### config.mk
export PLATFORM = sky130hd
export DESIGN_NAME = bram_copy_engine
export DESIGN_NICKNAME = d
export VERILOG_FILES = /design/src/rtl/bram_copy_pkg.sv /design/src/rtl/bram_copy_engine.sv
export SDC_FILE = /design/constraint.sdc
export NUM_CORES = 1
export LEC_CHECK = 0
export CAP_MARGIN = 10
export CORE_ASPECT_RATIO = 1.2
export CORE_UTILIZATION = 39
export DETAILED_ROUTE_END_ITERATION = 8
export PLACE_DENSITY = 0.79
export RECOVER_POWER = 25
export SLEW_MARGIN = 10
export SYNTH_ARGS = -nofsm -noshare
export SYNTH_HDL_FRONTEND = slang
export SYNTH_SLANG_ARGS = --single-unit
### constraint.sdc
create_clock -name I_CLK -period 1.85 [get_ports I_CLK]
set_input_delay 0.2775 -clock I_CLK [delete_from_list [all_inputs] [get_ports I_CLK]]
set_output_delay 0.2775 -clock I_CLK [all_outputs]
set_load 0.01 [all_outputs]
### src/rtl/bram_copy_pkg.sv
// Shared types for the BRAM copy engine.
package bram_copy_pkg;

  typedef enum logic [1:0] {
    IDLE,
    READ,
    DRAIN,
    DONE
  } state_e;

endpackage

### src/rtl/bram_copy_engine.sv
// Copies N words between two regions of a dual-port BRAM at one word per cycle:
// port A streams reads, port B writes the returned data one cycle later.
module bram_copy_engine
  import bram_copy_pkg::*;
#(
  parameter int P_DATA_WIDTH    = 16,
  parameter int P_ADDRESS_WIDTH = 10
) (
  input  logic                       I_CLK,
  input  logic                       I_RESET,
  input  logic                       I_START,
  input  logic [P_ADDRESS_WIDTH-1:0] I_SRC_ADDRESS,
  input  logic [P_ADDRESS_WIDTH-1:0] I_DST_ADDRESS,
  input  logic [P_ADDRESS_WIDTH:0]   I_LENGTH,
  output logic                       O_BUSY,
  output logic                       O_DONE,
  output logic [P_ADDRESS_WIDTH-1:0] O_ADDRESS_A,
  output logic                       O_WRITE_ENABLE_A,
  input  logic [P_DATA_WIDTH-1:0]    I_DATA_A,
  output logic [P_ADDRESS_WIDTH-1:0] O_ADDRESS_B,
  output logic [P_DATA_WIDTH-1:0]    O_DATA_B,
  output logic                       O_WRITE_ENABLE_B
);

  localparam int unsigned LW = P_ADDRESS_WIDTH + 1;
  localparam logic [LW-1:0] MAX_LEN = {1'b1, {P_ADDRESS_WIDTH{1'b0}}};

  state_e                     state_q, state_d;
  logic [P_ADDRESS_WIDTH-1:0] rd_addr_q, rd_addr_d;
  logic [P_ADDRESS_WIDTH-1:0] wr_addr_q, wr_addr_d;
  logic [LW-1:0]              rd_cnt_q, rd_cnt_d;
  logic                       wr_en_q, wr_en_d;

  always_comb begin
    state_d   = state_q;
    rd_addr_d = rd_addr_q;
    wr_addr_d = wr_addr_q;
    rd_cnt_d  = rd_cnt_q;
    wr_en_d   = 1'b0;

    // Write side trails the read side by the BRAM's one-cycle read latency.
    if (wr_en_q) begin
      wr_addr_d = wr_addr_q + 1'b1;
    end

    unique case (state_q)
      IDLE: begin
        if (I_START) begin
          rd_addr_d = I_SRC_ADDRESS;
          wr_addr_d = I_DST_ADDRESS;
          rd_cnt_d  = (I_LENGTH > MAX_LEN) ? MAX_LEN : I_LENGTH;
          state_d   = (I_LENGTH == '0) ? DONE : READ;
        end
      end
      READ: begin
        rd_addr_d = rd_addr_q + 1'b1;
        rd_cnt_d  = rd_cnt_q - 1'b1;
        wr_en_d   = 1'b1;
        if (rd_cnt_q == LW'(1)) begin
          state_d = DRAIN;
        end
      end
      DRAIN:   state_d = DONE;
      DONE:    state_d = IDLE;
      default: state_d = IDLE;
    endcase
  end

  always_ff @(posedge I_CLK) begin
    if (I_RESET) begin
      state_q   <= IDLE;
      rd_addr_q <= '0;
      wr_addr_q <= '0;
      rd_cnt_q  <= '0;
      wr_en_q   <= 1'b0;
    end else begin
      state_q   <= state_d;
      rd_addr_q <= rd_addr_d;
      wr_addr_q <= wr_addr_d;
      rd_cnt_q  <= rd_cnt_d;
      wr_en_q   <= wr_en_d;
    end
  end

  assign O_BUSY           = (state_q == READ) || (state_q == DRAIN);
  assign O_DONE           = (state_q == DONE);
  assign O_ADDRESS_A      = rd_addr_q;
  assign O_WRITE_ENABLE_A = 1'b0;
  assign O_ADDRESS_B      = wr_addr_q;
  assign O_DATA_B         = I_DATA_A;
  assign O_WRITE_ENABLE_B = wr_en_q;

endmodule

# Word-level counts from Yosys, hierarchy flattened

Index checks and enable logic that the tools add are counted.

Flip-flop bits (word level): 34
Input port bits: 50
Output and inout port bits: 40
Logic and storage cells: 34

Add/sub/neg operators: 3
Order comparisons: 1
Equality and inequality tests: 6
Muxes and demuxes: 13
Reductions and logical operators: 6

Operator list:

| cell                    | number |
|---|---|
| $mux W10                | 4 |
| $mux W11                | 2 |
| $pmux W11 S2            | 1 |
| $add A10 B1 Y10 const B | 2 |
| $pmux W10 S2            | 1 |
| $eq A11 B1 Y1 const B   | 1 |
| $gt A11 B11 Y1 const B  | 1 |
| $logic_not A11 Y1       | 1 |
| $sub A11 B1 Y11 const B | 1 |
| $pmux W2 S4             | 1 |
| $mux W2                 | 3 |
| $eq A2 B2 Y1 const B    | 2 |
| $ne A2 B2 Y1 const B    | 2 |
| $reduce_and A2 Y1       | 2 |
| $eq A2 B1 Y1 const B    | 1 |
| $logic_not A2 Y1        | 1 |
| $reduce_bool A2 Y1      | 1 |
| $logic_or A1 B1 Y1      | 1 |
| $mux W1                 | 1 |

# Depth between registers and ports, before layout

Word-level depth: 4
Depth in mapped cells: 8
Gate-level depth less buffers: 6

# Worst setup path before layout

No wires, ideal clock.

Kind: reg-to-reg
Start point: register state_q[0]
End point: register rd_cnt_q[1]
Library setup time: 86 ps
Data arrival time: 1,827 ps
Required time: 1,764 ps
Slack: -63 ps
Stages on the path, launching flop included: 8
Buffers on the path: 2
Period minus slack after synthesis: 1,913 ps
Cells stage by stage: dfxtp_1 -> inv_1 -> ha_1 -> clkbuf_1 -> mux2i_1 -> clkbuf_1 -> a311oi_1 -> a211oi_1

Word-level cells in the longest chain between the ends: 3
Elaborated cells between the ends (all ways): 6
Classes of those cells: eq/ne: 2; mux: 1; reduce/logical: 3

RTL lines:

| element                                                                    | RTL line               | text |
|---|---|---|
| start: declaration                                                         | bram_copy_engine.sv:28 | `state_e state_q, state_d;` |
| start signal: assignment                                                   | bram_copy_engine.sv:77 | `state_q <= state_d;` |
| $eq A2 B1 Y1 / $logic_not A2 Y1 (equally long branches)                    | bram_copy_engine.sv:46 | `unique case (state_q)` |
| $reduce_bool A2 Y1 (no source line) / $ne A2 B2 Y1 (equally long branches) | -                      |  |
| $reduce_and A2 Y1 (no source line)                                         | -                      |  |
| end signal: assignment                                                     | bram_copy_engine.sv:80 | `rd_cnt_q <= rd_cnt_d;` |
| end: declaration                                                           | bram_copy_engine.sv:31 | `logic [LW-1:0] rd_cnt_q, rd_cnt_d;` |

Several ways; a longest one is shown, not always the timed one.
A chain may end at the register's enable or synchronous reset.

# Worst setup path in the final report

Start point: register rd_cnt_q[5]
End point: register rd_cnt_q[9]

Word-level cells in the longest chain between the ends: 2

RTL lines:

| element         | RTL line               | text |
|---|---|---|
| $sub A11 B1 Y11 | bram_copy_engine.sv:57 | `rd_cnt_d = rd_cnt_q - 1'b1;` |
| $pmux W11 S2    | bram_copy_engine.sv:46 |  |

Every way passes these cells.

==> results.json <==
{
  "status": "complete, no violations",
  "dp_hpwl_um": 3870,
  "finalHoldViolCount": 0,
  "yosys_warnings": 0,
  "dp_cells": 371,
  "powerDensity_mw_per_mm2": 1420,
  "numCtsBuffers": 5,
  "nFillCells": 494,
  "setup-violations-final": 0,
  "core_mm2": 0.00533,
  "drive_above_1_share_pct": 10.7,
  "fin_cells": 380,
  "grt.busiest_layer": "met2",
  "die-area_mm2": 0.00586,
  "min_path_type": "reg2reg",
  "cts_sinks": 34,
  "ir_drop_mv": 0.639,
  "firstDrtPassIters": 4,
  "clock_skew_ns": 0.00761,
  "insertion_delay_ns": 0.28,
  "max_cap_violations": 0,
  "drt_iter0_drc": 158,
  "synth_area_leaders": "dfxtp_1, buf_4, a211oi_1, ha_1, nor2_1",
  "fin_crit_ns": 1.72,
  "crit_type": "reg2reg",
  "synth_area_per_cell_um2": 8.02,
  "synth_cells": 270,
  "antennaDiodeCount": 0,
  "synthesis.nets": 328,
  "cts_tree": "yes",
  "synth-edff-count": 0,
  "fp-row-count": 29,
  "final.setup.tns_ns": 0,
  "seq_area_frac_synth_pct": 31.4,
  "cp-start-kind": "flip-flop",
  "synth.most_common_cell": "dfxtp_1",
  "io_buffers": 56,
  "grt_use_met3_pct": 4.23,
  "synth.distinct_cells": 51,
  "ioPinCount": 90,
  "yosysTopAreaCellShare_pct": 31.4,
  "drc": 0,
  "wl_um": 5430,
  "yosys.area.top_type": "dfxtp_1",
  "gr-total-overflow": 0,
  "start_util_pct": 40.6,
  "synth_area_mm2": 0.00217,
  "final_util_pct": 54.2,
  "p_leak_uw": 0.00103,
  "area.growth.synth_to_final_pct": 33.4,
  "grt_util_all_layers_pct": 19.2,
  "fin_crit_sh_pct": 93.0,
  "clock_path_buffers": 2,
  "grt_pass1_vias": 2003,
  "rsz0062_at_grt": "false",
  "critPathMaxFanout": 6,
  "required_ns": 2.05,
  "viasPerCell": 5.58,
  "ys_ff_latch": 34,
  "async_flop_share_pct": 0,
  "end_kind": "flip-flop",
  "cts-root-buf": "clkbuf_8",
  "synth_flop_cell": "dfxtp_1",
  "vias": 2121,
  "synth.top_cells.by_count": "dfxtp_1, nor2_1, buf_4, nand2_1, a211oi_1",
  "arrival_ns": 1.92,
  "cts_max_level": 2,
  "nets": 375,
  "die_h_um": 83.6,
  "grt_first_pass_wirelength_um": 9230,
  "place.gp.congestion": 0.832,
  "use_met1_pct": 24.8,
  "clkTransAtPathRegs_ns": 0.07,
  "fmax_mhz": 581,
  "wl_per_cell_um": 14.3,
  "grtUsageMet2_pct": 30.7,
  "ant_nets": 0,
  "final_max_slew_viol_count": 0,
  "die_x_um": 70.0,
  "antenna_found_initial": 0,
  "grt_max_degree": 36
}
-- repair_timing --
item | 4_1_cts | 5_1_grt
gates resized for setup | 3 | 2
setup buffers | 1 | 0
hold buffers | 0 | 0
pin swaps | 2 | 1
setup endpoints to repair | 3 | 3
-- critical path, cell delays in order (launching register included) --
cell	delay, ns
dfxtp_1	0.35
or4_4	0.58
nor3_1	0.36
a32oi_1	0.17
o31ai_1	0.19
-- power breakdown --
| group | total, uW | switching (uW) | internal (uW) |
|---|---|---|---|
| clock network | 569 | 270 | 299 |
| logic | 2260 | 1120 | 1140 |
| registers | 1270 | 287 | 986 |
| total | 4100 | 1680 | 2420 |
-- cell usage in the layout (no fill, tap or decap), drive strengths merged, types with 3 or more instances in the layout --
master / count
ha: 8
xnor2: 3
buf: 18
nor2b: 4
a21oi: 14
nand3: 9
dfxtp: 34
a211oi: 15
o31ai: 3
clkbuf: 7
nand2b: 3
mux2i: 4
nor2: 24
xor2: 6
o21ai: 14
clkdlybuf4s50: 54
inv: 6
nand2: 17
nor3: 13
or4: 4
nor4: 8
a311oi: 3
nand4: 4
a31oi: 6
-- per-layer routing --
layer,wire [um],vias to the layer above
met3,340,10
li1,-,1070
met5,0,-
met2,2630,73
met1,2380,968
met4,81,0
-- metrics by stage --
step | setup slack, ns | power (uW) | hold WS, ns | instance area [um^2]
after global routing | 0.00779 | 4410 | 0.550 | 2890
after global placement | -0.115 | 3470 | 0.492 | 2780
final | 0.129 | 4100 | 0.519 | 2890
after CTS | 0.0735 | 4100 | 0.514 | 2890
after detailed placement | -0.139 | 3520 | 0.515 | 2780
after floorplan | 0.0284 | 2640 | 0.448 | 2170
-- cell type report --
cell class	instances	area, um^2	share of cell area (%)
clock inverter	2	12.5	0.433
multi-input combinational	194	1260	43.6
tap	62	77.6	2.69
inverter	7	26.3	0.909
clock buffer	6	82.6	2.86
sequential	34	682	23.6
timing repair buffer	75	748	25.9
-- registers in the layout, indices dropped and copies added, names as in the netlist --
| signal | flops |
|---|---|
| state_q | 2 |
| O_ADDRESS_A | 10 |
| O_WRITE_ENABLE_B | 1 |
| O_ADDRESS_B | 10 |
| rd_cnt_q | 11 |
-- path summary, 6_finish.rpt --
path | startpoint | end | slack [ns] | depth (start not counted)
max | rd_cnt_q[5]$_SDFFE_PP0P_ | rd_cnt_q[9]$_SDFFE_PP0P_ | 0.13 | 4
min | rd_cnt_q[0]$_SDFFE_PP0P_ | rd_cnt_q[0]$_SDFFE_PP0P_ | 0.52 | 2
max reg2reg | rd_cnt_q[5]$_SDFFE_PP0P_ | rd_cnt_q[9]$_SDFFE_PP0P_ | 0.13 | 4
min reg2reg | rd_cnt_q[0]$_SDFFE_PP0P_ | rd_cnt_q[0]$_SDFFE_PP0P_ | 0.52 | 2
-- logic make-up (layout without fill, tap and decap cells) --
family	after synthesis	in the layout	synth area share [%]
and+or+nand+nor	97	97	23.1
AOI/OAI and AO/OA	74	74	23.8
buffers and inverters	42	90	10.9
DFF	34	34	31.4
xor gates and xnor gates	9	9	3.64
adders and majority gates	8	8	4.62
muxes	5	5	2.37
other	1	1	0.173
(Power assumes the default switching activity.)
